===== src/rtl/fetch_unit_pkg.sv =====
// Shared types for the instruction-fetch stage: bus structs, the IF/ID
// pipeline register layout and the fetch FSM encoding.
package common;
    typedef logic [63:0] addr_t;
    typedef logic [63:0] word_t;
    typedef logic [31:0] inst_t;

    typedef struct packed {
        logic  valid;
        addr_t addr;
    } ibus_req_t;

    typedef struct packed {
        logic  addr_ok;
        logic  data_ok;
        inst_t data;
    } ibus_resp_t;

    localparam addr_t PC_RESET = 64'h8000_0000;
endpackage

package temp_storage;
    import common::*;

    typedef struct packed {
        inst_t inst;
        addr_t inst_pc;
        logic  valid;
        word_t inst_counter;
    } if_id;
endpackage

package fetch_unit_pkg;
    typedef enum logic [1:0] {FETCH, HOLD, DRAIN} fetch_state_t;
endpackage


===== src/rtl/fetch_unit_pc_next.sv =====
// Next-PC select: a redirect beats sequential advance, which beats holding.
module fetch_unit_pc_next
    import common::*;
(
    input  logic  redirect_valid,
    input  addr_t redirect_pc,
    input  logic  advance,
    input  addr_t pc_q,
    output addr_t pc_d
);
    always_comb begin
        if (redirect_valid)
            pc_d = redirect_pc;
        else if (advance)
            pc_d = pc_q + 64'd4;
        else
            pc_d = pc_q;
    end
endmodule


===== src/rtl/fetch_unit.sv =====
// Instruction-fetch stage: owns the PC, drives the instruction bus and fills
// the IF/ID register, with a one-entry skid for stalls and drop-on-redirect.
module fetch_unit
    import common::*;
    import temp_storage::*;
    import fetch_unit_pkg::*;
#(
    parameter addr_t PC_RESET = common::PC_RESET
) (
    input  logic       clk,
    input  logic       resetn,
    output ibus_req_t  ireq,
    input  ibus_resp_t iresp,
    input  logic       stall,
    input  logic       redirect_valid,
    input  addr_t      redirect_pc,
    output if_id       if_id_state
);
    fetch_state_t state_q, state_d;
    addr_t        pc_q, pc_d;
    word_t        cnt_q, cnt_d;
    ibus_req_t    ireq_q, ireq_d;
    if_id         if_id_q, if_id_d;
    inst_t        skid_inst_q, skid_inst_d;
    addr_t        skid_pc_q, skid_pc_d;
    logic         resp;
    logic         advance;
    logic         unused_addr_ok;

    // A response only counts against a request we actually have on the bus.
    assign resp           = ireq_q.valid & iresp.data_ok;
    assign advance        = (state_q == FETCH) & resp;
    assign unused_addr_ok = iresp.addr_ok;

    fetch_unit_pc_next u_pc_next (
        .redirect_valid (redirect_valid),
        .redirect_pc    (redirect_pc),
        .advance        (advance),
        .pc_q           (pc_q),
        .pc_d           (pc_d)
    );

    always_comb begin
        state_d     = state_q;
        cnt_d       = cnt_q;
        ireq_d      = ireq_q;
        if_id_d     = if_id_q;
        skid_inst_d = skid_inst_q;
        skid_pc_d   = skid_pc_q;
        if (redirect_valid) begin
            if_id_d.valid = 1'b0;
            skid_inst_d   = '0;
            skid_pc_d     = '0;
            // An outstanding request cannot be withdrawn; keep it on the bus and drop its data.
            if ((state_q == FETCH || state_q == DRAIN) && ireq_q.valid && !iresp.data_ok) begin
                state_d = DRAIN;
            end else begin
                state_d = FETCH;
                ireq_d  = '{valid: 1'b1, addr: redirect_pc};
            end
        end else begin
            case (state_q)
                FETCH: begin
                    if (resp) begin
                        if (!stall) begin
                            if_id_d = '{inst: iresp.data, inst_pc: pc_q, valid: 1'b1, inst_counter: cnt_q};
                            cnt_d   = cnt_q + 64'd1;
                            ireq_d  = '{valid: 1'b1, addr: pc_d};
                        end else begin
                            skid_inst_d  = iresp.data;
                            skid_pc_d    = pc_q;
                            state_d      = HOLD;
                            ireq_d.valid = 1'b0;
                        end
                    end else begin
                        ireq_d = '{valid: 1'b1, addr: pc_q};
                        if (!stall)
                            if_id_d.valid = 1'b0;
                    end
                end
                HOLD: begin
                    if (!stall) begin
                        if_id_d = '{inst: skid_inst_q, inst_pc: skid_pc_q, valid: 1'b1, inst_counter: cnt_q};
                        cnt_d   = cnt_q + 64'd1;
                        state_d = FETCH;
                        ireq_d  = '{valid: 1'b1, addr: pc_q};
                    end
                end
                DRAIN: begin
                    if (!stall)
                        if_id_d.valid = 1'b0;
                    if (resp) begin
                        state_d = FETCH;
                        ireq_d  = '{valid: 1'b1, addr: pc_q};
                    end
                end
                default: state_d = FETCH;
            endcase
        end
    end

    always_ff @(posedge clk) begin
        if (!resetn) begin
            state_q     <= FETCH;
            pc_q        <= PC_RESET;
            cnt_q       <= '0;
            ireq_q      <= '0;
            if_id_q     <= '0;
            skid_inst_q <= '0;
            skid_pc_q   <= '0;
        end else begin
            state_q     <= state_d;
            pc_q        <= pc_d;
            cnt_q       <= cnt_d;
            ireq_q      <= ireq_d;
            if_id_q     <= if_id_d;
            skid_inst_q <= skid_inst_d;
            skid_pc_q   <= skid_pc_d;
        end
    end

    assign ireq        = ireq_q;
    assign if_id_state = if_id_q;
endmodule


===== config.mk =====
export PLATFORM = sky130hd
export DESIGN_NAME = fetch_unit
export DESIGN_NICKNAME = d
export VERILOG_FILES = /design/src/rtl/fetch_unit_pkg.sv /design/src/rtl/fetch_unit_pc_next.sv /design/src/rtl/fetch_unit.sv
export SDC_FILE = /design/constraint.sdc
export NUM_CORES = 1
export LEC_CHECK = 0
export CAP_MARGIN = 25
export CORE_MARGIN = 2
export CORE_UTILIZATION = 30
export CTS_BUF_LIST = sky130_fd_sc_hd__clkbuf_4
export DETAILED_ROUTE_END_ITERATION = 8
export DONT_BUFFER_PORTS = 1
export GPL_TIMING_DRIVEN = 0
export PLACE_DENSITY = 0.49
export SETUP_SLACK_MARGIN = 0.02
export SYNTH_ARGS = -nofsm -noshare
export SYNTH_HDL_FRONTEND = slang
export SYNTH_SLANG_ARGS = --single-unit

===== constraint.sdc =====
create_clock -name clk -period 4.1 [get_ports clk]
set_input_delay 0.82 -clock clk [delete_from_list [all_inputs] [get_ports clk]]
set_output_delay 0.82 -clock clk [all_outputs]
set_load 0.01 [all_outputs]

After elaboration in Yosys (flattened, before gate mapping)
Index checks and enable logic that the tools add are counted.
Word-level totals
  bits in registers: 452
  input bits: 102
  output and inout bits: 226
  word-level logic and storage cells: 74
Operators by class
  $add $sub $neg: 2
  eq/ne operators: 12
  mux-type cells: 29
  bitwise gates (word level): 4
  reductions and logical operators: 16
Operators by type and width (count)
  2-to-1 mux 64 bit: 6
  2-to-1 mux 65 bit: 5
  2-to-1 mux 161 bit: 2
  case mux 64 bit (2 select lines): 2
  case mux 65 bit (3 select lines): 1
  case mux 96 bit (2 select lines): 1
  2-to-1 mux 96 bit: 1
  adder 64 x 1 -> 64 bit, second input constant: 1
  adder 64 x 3 -> 64 bit, second input constant: 1
  != test 3 bit, second input constant: 5
  2-to-1 mux 2 bit: 6
  AND reduction 5 bit: 2
  AND reduction 3 bit: 3
  != test 2 bit, second input constant: 4
  AND reduction 4 bit: 2
  case mux 2 bit (3 select lines): 1
  != test 4 bit, second input constant: 1
  nonzero test 4 bit: 1
  2-to-1 mux 1 bit: 3
  case mux 1 bit (3 select lines): 1
  nonzero test 3 bit: 1
  AND 1 bit: 2
  == test 2 x 1 -> 1 bit, second input constant: 1
  == test 2 bit, second input constant: 1
  other kinds (7): 9

Longest topological paths before layout
  word-level depth: 8
  mapped depth: 12
  mapped depth without buffers: 8

By module
From an unflattened synthesis, not the netlist that was laid out.
Second synthesis, totals
  cells, all modules: 2508
  area, all modules: 20519.7 um^2
By module, submodules not included
  fetch_unit: instances 1, cells each 2127, area each 18211.2 um^2
  fetch_unit_pc_next: instances 1, cells each 381, area each 2308.5 um^2

Worst setup path after synthesis
No wires, ideal clock.
  path type: in2reg
  start point: input port iresp[32] (netlist name)
  end point: register cnt_q[56]
  setup time: 0.070 ns
  data arrival time: 2.915 ns
  data required time: 4.030 ns
  path slack: 1.115 ns
  stages: 10
  cell sequence: buf_2 > and3_1 > buf_2 > o211ai_2 > or3_1 > buf_2 > or2_1 > clkbuf_1 > or4_1 > a21boi_1
On the way
  cells in the longest elaborated chain, start to end: 3
Ends and longest elaborated chain
  start, declared: line fetch_unit.sv:13  | input ibus_resp_t iresp,
  AND 1 bit: line fetch_unit.sv:31  | assign resp = ireq_q.valid & iresp.data_ok;
  != test 2 bit (no line)
  AND reduction 3 bit (no line)
  end signal, assigned: line fetch_unit.sv:114  | cnt_q <= cnt_d;
  end, declared: line fetch_unit.sv:21  | word_t cnt_q, cnt_d;
Every way passes these cells.
A chain may end at the register's enable or synchronous reset.

Worst setup path in the final report
  start point: register pc_q[3]
  end point: register ireq_q (netlist bit ireq[56])
On the way
  cells in the longest elaborated chain, start to end: 7
Ends and longest elaborated chain
  start, declared: line fetch_unit.sv:20  | addr_t pc_q, pc_d;
  start signal, assigned: line fetch_unit.sv:113  | pc_q <= pc_d;
  adder 64 x 3 -> 64 bit: line fetch_unit_pc_next.sv:15  | pc_d = pc_q + 64'd4;
  2-to-1 mux 64 bit: line fetch_unit_pc_next.sv:14  | else if (advance)
  2-to-1 mux 64 bit: line fetch_unit_pc_next.sv:12  | if (redirect_valid)
  2-to-1 mux 64 bit: line fetch_unit.sv:65  | if (!stall) begin
  2-to-1 mux 65 bit: line fetch_unit.sv:64  | if (resp) begin
  case mux 65 bit (3 select lines): line fetch_unit.sv:62  | case (state_q)
  2-to-1 mux 65 bit: line fetch_unit.sv:50  | if (redirect_valid) begin
  end signal, assigned: line fetch_unit.sv:115  | ireq_q <= ireq_d;
  end, declared: line fetch_unit.sv:22  | ibus_req_t ireq_q, ireq_d;
Every way passes these cells. The select of a mux whose other input is x is not followed.

==> impl_metrics.toml <==
[placed_design]
port_buffers = 0
gp_congestion = 0.893
dp.cells = 3455
dpl.hpwl_um = 61000
pre_cts_ws_ns = 0.332

[global_routing]
grt_pass1_vias = 19205
grtUsageTotal_pct = 22.2
grt.overflow.total = 0
grt_pass1_wl_um = 120000
antenna_found_initial = 29
grt_max_degree = 17

[timing]
slew_violations = 0
rsz0062_at_grt = "false"
layout_setup_ws_ns = 0.460
finalSetupViolations = 0
fin_setup_tns_ns = 0
fin_worst_skew_ns = 0.0846
fmax_mhz = 275
finalHoldViolCount = 0
slew_headroom_pct = 26.2
worstMarginPinSlew_ns = 1.10
post-route-min-period_ns = 3.64
fin_crit_sh_pct = 88.8

[synthesis]
yosysWarnings = 0
synth_cells = 2518
synth_cell_type_count = 60
async_flop_share_pct = 0
syn_area_um2 = 20900
synth_edf_count = 0
synth.ff_latch_count = 452
synth.avg_cell_area_um2 = 8.30
synth_seq_area_share_pct = 43.3
syn_nets = 2626
ys.flop_type = "dfxtp_1"

[critical_path]
critPathKind = "reg -> reg"
cp_max_fo = 8
worstPathCellList = "ha_1 > nand4_1 > nor4_2 > nand4_1 > nor3_1 > xnor2_1 > a21oi_1"
cp_data_required_time_ns = 4.95
worst_path_largest_cell_delay_ns = 1.02
worst_setup_path_start_kind = "register"
crit_path_top_delay_cell = "nor4_2"
cp_data_arrival_time_ns = 4.49
path_common_cell = "nand4_1"
endpoint_kind = "register"

[final_layout]
seqCellArea_um2 = 9050
multiInputGateArea_um2 = 10900
nFillCells = 7282
final_layout_size_suffix_gt1_share_pct = 8.80
areaGrowthSynthToFinish_pct = 17.0
final_common_cell = "nand2_1"
stdcell_count = 3772
most-common-layout-cells = "550 x nand2_1, 452 x dfxtp_1, 201 x clkbuf_1"
nets = 2828

[route]
vias = 19406
initialDrtViolationCount = 1219
antenna_left = 0
via_per_inst = 5.14
wl_um = 81100
first_pass_iters = 5
routedWlPerCell_um = 21.5
drc_errors = 0

[floorplanning]
die_x_um = 268
num_rows = 96
core_area_um2 = 68800
die_h_um = 268
ios = 328
initial_core_util_pct = 30.4
die_area_um2 = 71800

[cts]
postCtsSetupRepairBufs = 0
cts_buffer_depth = 3
insertion_delay_ns = 1.03
cts_root_buffer = "clkbuf_4"
clk_pin_slew_worst_paths_ns = 0.07
cts-buffers-inserted = 134
clock-sinks = 452
h-tree-depth = 4
cts_tree = "built"

[power]
p_per_area_nw_per_um2 = 410
p_leak_uw = 0.00910
ir_drop_v = 0.000220

[status]
status = "complete, no violations"

[worst_hold_path]
hp-class = "in -> reg"

[job]
drv_cap = 0
## cells by family after synthesis
logic type | Yosys count | synth area share (%)
flip-flops | 452 | 43.3
buffers and inverters | 240 | 4.39
AO/OA/AOI/OAI | 516 | 16.9
adder cells (fa/ha/maj) | 6 | 0.359
XOR/XNOR | 156 | 6.54
multiplexers | 102 | 4.90
AND/OR/NAND/NOR | 1046 | 23.6
## area by class of cell
type                       instances  area share (%)
clock inverter                    40           0.870
clock buffer                     193            5.92
inverter                          11           0.169
antenna                           24           0.246
tap                              931            4.76
sequential                       452            37.0
buffer                           229            3.58
timing repair buffer              66            2.76
multi-input combinational       1826            44.7
## cells in the mapped netlist (all sizes together), types with 51 or more instances
library cell / count / area [µm²]
nand2: 550 / 2060
dfxtp: 452 / 9050
clkbuf: 202 / 759
a21oi: 192 / 961
mux2i: 100 / 1000
o211a: 100 / 1000
xnor2: 100 / 876
a21boi: 85 / 638
nand3: 83 / 425
nor2: 74 / 278
nand2b: 71 / 444
nand4: 60 / 375
xor2: 56 / 490
o21ai: 55 / 275
and2: 51 / 319
## worst paths after layout
check	depth (start not counted)	start	endpoint	slack (ns)
worst max-delay path	7	pc_q[3]	ireq[56]	0.46
worst min-delay path	3	iresp[1]	if_id_state[130]	0.09
worst max register to register	7	pc_q[3]	ireq[56]	0.46
worst min register to register	2	cnt_q[63]	if_id_state[63]	0.44
## worst max-delay path: cells and delay by family, from the launching register on
family	cells	cell delay [ns]
AOI/OAI and AO/OA	1	0.08
xor gates and xnor gates	1	0.16
adders and majority gates	1	0.31
DFF	1	0.54
and+or+nand+nor	4	2.38
## routing by layer
layer | GRT usage (%) | vias to the layer above | wire length [µm]
met5 | 0 | - | 78
met4 | 10.1 | 12 | 3010
met3 | 7.99 | 173 | 7640
met2 | 37.0 | 715 | 38500
met1 | 25.6 | 9309 | 31900
li1 | - | 9197 | -
## report_power, final
group          leakage (µW)  total, µW  internal (µW)  switching (µW)
sequential          0.00368       4750           4550             199
clock              0.000989       4340           2190            2150
combinational       0.00443        944            319             625
## state kept, by name (all words and copies together) (netlist names)
register,cells
cnt_q,64
skid_pc_q,64
skid_inst_q,32
state_q,2
pc_q,64
if_id_state,161
ireq,65
## timing repair
action / CTS / global route
hold buffers: 58 / 0
gates resized for setup: 0 / 0
hold endpoints to repair: 79 / 0
setup endpoints to repair: 0 / 0
## metrics by stage
stage	total power, µW	instance area, µm²	hold slack, ns	util, %
2_1_floorplan	5360	20900	0.436	-
3_3_place_gp	5700	22100	0.441	32.1
3_5_place_dp	5730	22200	0.446	32.2
4_1_cts	10200	24400	0.00000244	35.4
5_1_grt	10500	24400	0.0385	35.5
6_report	10000	24500	0.0927	35.5
Note: power is estimated with default switching activity, not from simulation.
